==> config.mk <==
export PLATFORM = sky130hd
export DESIGN_NAME = fsm_mod_counter
export DESIGN_NICKNAME = d
export VERILOG_FILES = /design/src/rtl/fsm_counter_pkg.sv /design/src/rtl/fsm_mod_counter_gray_enc.sv /design/src/rtl/fsm_mod_counter.sv
export SDC_FILE = /design/constraint.sdc
export NUM_CORES = 1
export LEC_CHECK = 0
export ABC_AREA = 1
export BUFFER_PORTS_ARGS = -buffer_cell sky130_fd_sc_hd__buf_4
export CORE_AREA = 2 2 39 41
export CTS_BUF_LIST = sky130_fd_sc_hd__clkbuf_16
export CTS_CLUSTER_DIAMETER = 60
export DETAILED_ROUTE_END_ITERATION = 10
export DIE_AREA = 0 0 41 43
export GPL_ROUTABILITY_DRIVEN = 0
export PLACE_DENSITY = 0.79
export REMOVE_ABC_BUFFERS = 1
export SLEW_MARGIN = 20
export SYNTH_ARGS = -nofsm -noshare
export SYNTH_HDL_FRONTEND = slang
export SYNTH_SLANG_ARGS = --single-unit
==> constraint.sdc <==
create_clock -name clk -period 1.72 [get_ports clk]
set_input_delay 0.172 -clock clk [delete_from_list [all_inputs] [get_ports clk]]
set_output_delay 0.172 -clock clk [all_outputs]
set_load 0.01 [all_outputs]
==> src/rtl/fsm_counter_pkg.sv <==
// -----------------------------------------------------------------------------
// fsm_counter_pkg
// Shared definitions for the modulo counter family: direction and mode
// encodings, the per-edge action selector, and a binary-to-Gray helper.
// -----------------------------------------------------------------------------
package fsm_counter_pkg;

    // Direction encoding of the 'up' input.
    localparam logic DIR_UP = 1'b1;
    localparam logic DIR_DN = 1'b0;

    // Bound behaviour encoding of the SATURATE parameter.
    localparam int MODE_WRAP = 0;
    localparam int MODE_SAT  = 1;

    // Which control won arbitration on a given edge (clr > load > en > hold).
    typedef enum logic [1:0] {
        ACT_HOLD = 2'd0,
        ACT_CLR  = 2'd1,
        ACT_LOAD = 2'd2,
        ACT_STEP = 2'd3
    } action_e;

    // Binary-to-Gray on a 32-bit carrier; callers truncate to their width.
    // Truncating the result is exact because bit i of the Gray code depends
    // only on bits i and i+1 of the binary value.
    function automatic logic [31:0] bin2gray(input logic [31:0] bin);
        return bin ^ (bin >> 1);
    endfunction

endpackage

==> src/rtl/fsm_mod_counter_gray_enc.sv <==
// -----------------------------------------------------------------------------
// gray_enc
// Combinational WIDTH-bit binary-to-Gray encoder.
// Ports:
//   bin   in  WIDTH  binary value
//   gray  out WIDTH  Gray code of bin
// -----------------------------------------------------------------------------
module gray_enc
    import fsm_counter_pkg::*;
#(
    parameter int WIDTH = 4
) (
    input  logic [WIDTH-1:0] bin,
    output logic [WIDTH-1:0] gray
);

    logic [31:0] gray_full;

    assign gray_full = bin2gray(32'(bin));
    assign gray      = gray_full[WIDTH-1:0];

endmodule

==> src/rtl/fsm_mod_counter.sv <==
// -----------------------------------------------------------------------------
// fsm_mod_counter
// Modulo-MOD up/down counter whose state register is the count itself.
// Supports synchronous clear, parallel load, and wrap or saturate at bounds.
// All outputs are registered; there is no combinational input-to-output path.
// Ports:
//   clk       in   1      rising-edge clock
//   reset     in   1      asynchronous active-low reset
//   clr       in   1      synchronous clear to 0 (highest priority)
//   load      in   1      synchronous load of load_val
//   load_val  in   WIDTH  value to load; values >= MOD clamp to MOD-1
//   en        in   1      count enable
//   up        in   1      1 = increment, 0 = decrement
//   count     out  WIDTH  binary count
//   gray      out  WIDTH  Gray code of count (same cycle as count)
//   tc        out  1      pulse the cycle after a wrap or bound hit
//   ovf       out  1      sticky overflow: wrap, bound hit or clamped load
//   load_err  out  1      pulse the cycle after an out-of-range load
// -----------------------------------------------------------------------------
module fsm_mod_counter
    import fsm_counter_pkg::*;
#(
    parameter int WIDTH    = 4,
    parameter int MOD      = 10,
    parameter int SATURATE = 0
) (
    input  logic             clk,
    input  logic             reset,
    input  logic             clr,
    input  logic             load,
    input  logic [WIDTH-1:0] load_val,
    input  logic             en,
    input  logic             up,
    output logic [WIDTH-1:0] count,
    output logic [WIDTH-1:0] gray,
    output logic             tc,
    output logic             ovf,
    output logic             load_err
);

    if (MOD < 2 || MOD > (2 ** WIDTH)) begin : g_bad_mod
        $error("fsm_mod_counter: MOD must satisfy 2 <= MOD <= 2**WIDTH");
    end

    // Comparisons run one bit wider so MOD == 2**WIDTH is representable.
    localparam logic [WIDTH:0]   MOD_W   = (WIDTH + 1)'(MOD);
    localparam logic [WIDTH-1:0] MAX_VAL = WIDTH'(MOD - 1);
    localparam logic             SAT     = (SATURATE == MODE_SAT);

    action_e          action;
    logic [WIDTH-1:0] next_count;
    logic [WIDTH-1:0] next_gray;
    logic             next_tc;
    logic             next_ovf;
    logic             next_load_err;
    logic             load_in_range;
    logic             count_illegal;
    logic             at_top;
    logic             at_bottom;

    assign load_in_range = ({1'b0, load_val} < MOD_W);
    assign count_illegal = ({1'b0, count} >= MOD_W);
    assign at_top        = (count == MAX_VAL);
    assign at_bottom     = (count == '0);

    // -------------------------------------------------------------------------
    // Arbitration: pick the single action that applies this edge.
    // -------------------------------------------------------------------------
    always_comb begin
        action = ACT_HOLD;
        if (clr) begin
            action = ACT_CLR;
        end else if (load) begin
            action = ACT_LOAD;
        end else if (en) begin
            action = ACT_STEP;
        end
    end

    // -------------------------------------------------------------------------
    // Next-state and flag logic.
    // -------------------------------------------------------------------------
    always_comb begin
        // NOTE: every output of this block gets a default before any branch,
        // so no path can leave one unassigned and infer a latch.
        next_count    = count;
        next_tc       = 1'b0;
        next_ovf      = ovf;
        next_load_err = 1'b0;

        unique case (action)
            ACT_CLR: begin
                next_count = '0;
                next_ovf   = 1'b0;
            end

            ACT_LOAD: begin
                if (load_in_range) begin
                    next_count = load_val;
                end else begin
                    next_count    = MAX_VAL;
                    next_load_err = 1'b1;
                    next_ovf      = 1'b1;
                end
            end

            ACT_STEP: begin
                if (count_illegal) begin
                    // Unreachable in normal operation; recover to a known state.
                    next_count = '0;
                end else if (up == DIR_UP) begin
                    if (at_top) begin
                        next_count = SAT ? MAX_VAL : '0;
                        next_tc    = 1'b1;
                        next_ovf   = 1'b1;
                    end else begin
                        next_count = count + WIDTH'(1);
                    end
                end else begin
                    if (at_bottom) begin
                        next_count = SAT ? '0 : MAX_VAL;
                        next_tc    = 1'b1;
                        next_ovf   = 1'b1;
                    end else begin
                        next_count = count - WIDTH'(1);
                    end
                end
            end

            default: begin
                // Hold; an illegal count is still forced back to zero.
                if (count_illegal) begin
                    next_count = '0;
                end
            end
        endcase
    end

    // Gray code is computed from next_count so it lands in the same cycle
    // as the binary count it encodes.
    gray_enc #(
        .WIDTH (WIDTH)
    ) u_gray_enc (
        .bin  (next_count),
        .gray (next_gray)
    );

    // -------------------------------------------------------------------------
    // State register.
    // -------------------------------------------------------------------------
    // NOTE: sequential blocks use non-blocking assignments so every register
    // samples pre-edge values regardless of block evaluation order.
    always_ff @(posedge clk or negedge reset) begin
        if (!reset) begin
            count <= '0;
        end else begin
            count <= next_count;
        end
    end

    // -------------------------------------------------------------------------
    // Output registers.
    // -------------------------------------------------------------------------
    always_ff @(posedge clk or negedge reset) begin
        if (!reset) begin
            gray     <= '0;
            tc       <= 1'b0;
            ovf      <= 1'b0;
            load_err <= 1'b0;
        end else begin
            gray     <= next_gray;
            tc       <= next_tc;
            ovf      <= next_ovf;
            load_err <= next_load_err;
        end
    end

endmodule

==> reports/metrics.csv, run 1 <==
metric,value,unit
routed wire length per instance,12.8,um
full die area,1760,um^2
pre-CTS WS,0.385,ns
critical path required time,1.85,ns
DIE WIDTH,41,um
Worst Hold Class,input port to flop,
TritonCTS buffer count,3,
CTS Sinks,10,
later-pin clock latency in the skew report,0.24,ns
CP arrival,1.52,ns
H-tree levels,1,
Placed Cells,132,
minimum clock period after layout,1.39,ns
GRT overflow,0,
post-CTS setup buffer count,0,
TritonCTS clock tree,yes,
internal power,0.640,mW
"Design Area, Final",920,um^2
"Reg clk slew, reported paths",0.04,ns
"area leader, netlist",dfrtp_1,
Yosys cell types,18,
Setup TNS,0,ns
final std cells w/o fill,137,
Rows,14,
final setup vio count,0,
"top cells by area, synth","dfrtp_1, nand2_1, nand3_2, inv_1, nand3_1",
first-pass GRT wire length,2790,um
n_diodes,0,
relative slew slack,0.779,
Max VDD drop,0.542,mV
mapped cell area,668,um^2
PortBufs,20,
final wirelength,1750,um
vias in the first global route,663,
Core Area,1380,um^2
GRT Resource Usage Total,0.241,
"commonest non-fill, non-tap cell in the layout",nand2_1,
Max Slew Vio Count,0,
Crit Path Max Fanout,7,
Final HPWL DP,1260,um
CP Launch Point,count[0],
max cap viols,0,
via count,726,
placed cell area,831,um^2
clock tree root buffer cell,clkbuf_16,
Comb power frac,0.210,
f_max,720,MHz
Power Density,951,nW/um^2
fraction of layout cells with a size suffix above 1,0.306,
outcome,finished clean,
Worst Hold Launch,load_val[1],
"commonest cells after routing, fill and taps aside","nand2_1, buf_4, inv_1",
register area share after synthesis,0.375,
Routed Antenna Nets,0,
CTS Hold Bufs,1,
RSZ-0062 raised after global routing,false,
smallest hold slack,0.215,ns
overall power,0.875,mW
Layout Nets,132,
number of hold violations in the final report,0,
Die Span Y,43,um
min setup slack post-route,0.331,ns
Critical Path Source Type,flop,
Worst setup EP type,flop,
post_cts resized,0,
Clock power frac,0.472,
period utilization,0.807,
initial core utilization,0.483,
via density per instance,5.30,
initial antenna violation count,0,
CTS Buffer Depth,2,
Synth top area share,0.375,
DR iter-0 viols,21,
#FFs+latches synth,10,
net switching power,0.235,mW
Mapped Cells,97,
hold depth,3,
syn avg cell area,6.89,um^2
Layout Skew,0.000541,ns
Synth-to-Final Area Change,37.6,%
R2R cell count,9,
DRT Pass-1 Iters,4,
Flop pwr share,0.318,
Yosys warnings,0,
largest net degree at the start of global routing,11,
Pleak,0.534,nW
DRC Markers,0,
Util after Layout,0.665,
Worst-Margin Slew,0.328,ns
I/O Pins,21,
crit path kind,flop to flop,
Sw Ratio,0.268,
reg2reg start,count[0],
==> registers in the layout (all words and copies together), names as in the netlist <==
signal / count
ovf: 1
load_err: 1
gray: 3
count: 4
tc: 1
==> path summary, 6_finish.rpt <==
| path | end | slack (ns) |
|---|---|---|
| max in group asynchronous | count[0] | 1.27 |
| worst min-delay path | load_err | 0.22 |
| worst max register to register | gray[1] | 0.33 |
| worst max-delay path | gray[1] | 0.33 |
| min in group asynchronous | load_err | 0.30 |
| worst min register to register | ovf | 0.50 |
==> critical path, cell delays in order, from the launching register on <==
cell and delay [ns]:
dfrtp_1 0.47, inv_2 0.11, nor2_1 0.12, nand2_1 0.10, nand2_1 0.09, nand2_1 0.08, nand3_2 0.09, nand3_2 0.09
nand2_1 0.08, nand2_1 0.05
==> power groups by stage <==
stage	clock network, mW	logic, mW	registers, mW
after floorplan	0	0.0870	0.290
after global placement	0	0.174	0.280
after detailed placement	0	0.176	0.281
after CTS	0.418	0.183	0.278
after global routing	0.425	0.201	0.282
final	0.412	0.184	0.278
==> cell type report <==
cell class	instances	area, um^2
fill	120	464
multi-input combinational	71	354
sequential	10	250
timing repair buffer	21	160
clock buffer	3	75.1
inverter	15	56.3
tap	16	20.0
clock inverter	1	3.75
==> logic make-up (layout without fill, tap and decap cells) <==
group	after synthesis	after routing	synth area share
AND/OR/NAND/NOR	68	68	0.496
buffers and inverters	16	40	0.0955
flip-flops	10	10	0.375
AO/OA/AOI/OAI	3	3	0.0337
==> synth_stat cells, drive strengths merged <==
cell type  number
nor4            1
or2             1
nor2           15
and2            1
nand2          36
nand4           1
o21ai           1
o31ai           1
inv            15
buf             1
nand3          13
dfrtp          10
o21ba           1
==> metal layers <==
| metal | vias to the layer above | part of all wire | track usage |
|---|---|---|---|
| li1 | 345 | - | - |
| met1 | 334 | 0.38 | 0.295 |
| met2 | 36 | 0.50 | 0.338 |
| met3 | 11 | 0.075 | 0.0628 |
| met4 | 0 | 0.042 | 0.193 |
| met5 | - | 0 | 0 |
Note: power is estimated with default switching activity, not from simulation.
==> run 2, diff against run 1 <==
Settings changed: CORE_AREA 2 2 39 41 to not set, CORE_UTILIZATION set to 48, DIE_AREA 0 0 41 43 to not set, PLACE_DENSITY 0.79 to 0.76.
Clock period 1.72 ns to 1.3 ns, I/O delays scaled along.
==> run 2 against run 1 <==
  * Wire length rose by 3.3%
  * Critical endpoint unchanged
  * Sequential power grew 33%
  * Critical path depth down 1
  * The run now ends with setup timing left
  * Setup slack lost 0.35 ns
  * Combinational power rose by 56%
==> reports/metrics.csv, run 2 (same netlist as run 1, synthesis figures left out) <==
metric,value,unit,change
full die area,1550,um^2,-12%
RSZ-0062 raised after global routing,true,,
"Design Area, Final",1020,um^2,+10%
TritonCTS clock tree,yes,,
TritonCTS buffer count,3,,unchanged
outcome,finished with violations,,
CTS Buffer Depth,2,,unchanged
final std cells w/o fill,145,,+5.8%
max FFs per register,4,,unchanged
GRT overflow,0,,unchanged
Pleak,0.580,nW,+8.5%
initial core utilization,0.513,,+0.0306
pre-CTS WS,-0.0402,ns,-0.425 ns
Max VDD drop,0.683,mV,+26%
"commonest cells after routing, fill and taps aside","nand2_1, buf_4, inv_1",,
Hold EP,load_err,,
Sw Ratio,0.270,,+0.00143
first-pass GRT wire length,2770,um,-0.75%
Die Span Y,39.3,um,-8.6%
Regs by FF count,"count (4), gray (3)",,
# fillers,85,,-29%
H-tree levels,1,,unchanged
vias in the first global route,670,,+1.1%
DIE WIDTH,39.3,um,-4.1%
Layout Skew,0.00447,ns,+0.00393 ns
DRC Markers,0,,unchanged
Worst setup EP type,flop,,
crit path kind,flop to flop,,
RR Endpoint,gray[1],,
Comb power frac,0.238,,+0.028
failing checks,setup timing,,
DR iter-0 viols,22,,+4.8%
CTS Sinks,10,,unchanged
Synth-to-Final Area Change,52.1,%,
final wirelength,1810,um,+3.3%
PortBufs,20,,unchanged
period utilization,1.01,,+0.207
clock tree root buffer cell,clkbuf_16,,
final setup vio count,1,,+1
Clock power frac,0.455,,-0.017
DRT Pass-1 Iters,4,,unchanged
Core Area,1300,um^2,-6.0%
GRT Resource Usage Total,0.275,,+0.0340
initial antenna violation count,0,,unchanged
max cap viols,0,,unchanged
Final HPWL DP,1230,um,-2.6%
Flop pwr share,0.307,,-0.011
reg2reg start,count[2],,
"Reg clk slew, reported paths",0.04,ns,about the same
Rows,13,,-1
CP arrival,1.44,ns,-0.08 ns
relative slew slack,0.744,,-0.0346
Worst-Margin Slew,0.380,ns,+0.0514 ns
later-pin clock latency in the skew report,0.24,ns,about the same
largest net degree at the start of global routing,11,,unchanged
Placed Cells,136,,+3.0%
I/O Pins,21,,unchanged
"commonest non-fill, non-tap cell in the layout",nand2_1,,
net switching power,0.325,mW,+39%
Critical Path Source Type,flop,,
minimum clock period after layout,1.32,ns,-0.0697 ns
Layout Nets,141,,+6.8%
Max Slew Vio Count,0,,unchanged
Routed Antenna Nets,0,,unchanged
via count,759,,+4.5%
number of hold violations in the final report,0,,unchanged
f_max,758,MHz,+5.3%
hold depth,3,,unchanged
Worst Hold Class,input port to flop,,
Worst Hold Launch,load_val[1],,
via density per instance,5.23,,-1.2%
Power Density,1190,nW/um^2,+25%
placed cell area,867,um^2,+4.4%
min setup slack post-route,-0.0191,ns,-0.350 ns
FF-to-FF setup slack,-0.02,ns,-0.35 ns
Crit Path Max Fanout,6,,-1
n_diodes,0,,unchanged
routed wire length per instance,12.5,um,-2.4%
R2R cell count,8,,-1
internal power,0.881,mW,+38%
Top reg by flops,count,,
fraction of layout cells with a size suffix above 1,0.423,,+0.117
critical path required time,1.42,ns,-0.43 ns
run 2: repair_timing:
action | in CTS | in global routing
endpoints found under the hold margin | 10 | 0
hold buffers | 1 | 0
cloned | 0 | 0
setup buffers | 1 | 3
gates resized for setup | 4 | 7
setup endpoints to repair | 3 | 4
pin swaps | 1 | 3
run 2: worst max-delay path, stage by stage, from the launching register on:
cell and delay, ns:
dfrtp_2 0.45, nor2_4 0.16, nor2_2 0.08, nor2_4 0.14, nand3_2 0.10, nand3_2 0.09
inv_1 0.06, nand2_1 0.07, nand2_1 0.06
run 2: worst max-delay path by stage:
| stage | start | end | slack (ns) | depth (start not counted) |
|---|---|---|---|---|
| 2_1_floorplan | count[3] | gray[2] | 0.05 | 9 |
| 3_3_place_gp | count[0] | gray[2] | 0.01 | 9 |
| 3_5_place_dp | count[0] | gray[2] | -0.04 | 9 |
| 4_1_cts | count[3] | gray[2] | 0.002 | 9 |
| 5_1_grt | count[1] | gray[2] | -0.09 | 8 |
| 6_report | count[2] | gray[1] | -0.02 | 8 |
run 2: through the flow:
step           hold slack [ns]  TNS [ns]   util  total power [mW]
3_5_place_dp           -0.0324   -0.0777  0.666             0.620
6_report                 0.185   -0.0191  0.781              1.21
3_3_place_gp           -0.0333         0  0.666             0.615
2_1_floorplan           -0.166         0      -             0.499
5_1_grt                  0.243    -0.338  0.781              1.27
4_1_cts                  0.183         0  0.747              1.18
run 2: layout make-up:
| type | instances | area (um^2) | area share |
|---|---|---|---|
| clock buffer | 3 | 75.1 | 0.0739 |
| multi-input combinational | 71 | 377 | 0.371 |
| timing repair buffer | 30 | 231 | 0.228 |
| sequential | 10 | 254 | 0.250 |
| tap | 15 | 18.8 | 0.0185 |
| clock inverter | 1 | 3.75 | 0.00369 |
| inverter | 15 | 56.3 | 0.0554 |
run 2: routing by layer:
metal	vias to the layer above	GRT usage	wire [um]
met4	0	0.172	53
met3	6	0.0682	131
met5	-	0	0
met1	350	0.340	760
met2	37	0.421	864
li1	366	-	-
run 2: power by group through the flow:
stage	clock network, mW	registers, mW	logic [mW]
finish	0.549	0.370	0.287
detailed placement	0	0.369	0.251
global route	0.575	0.374	0.320
CTS	0.552	0.368	0.263
global placement	0	0.368	0.246
floorplan	0	0.383	0.115
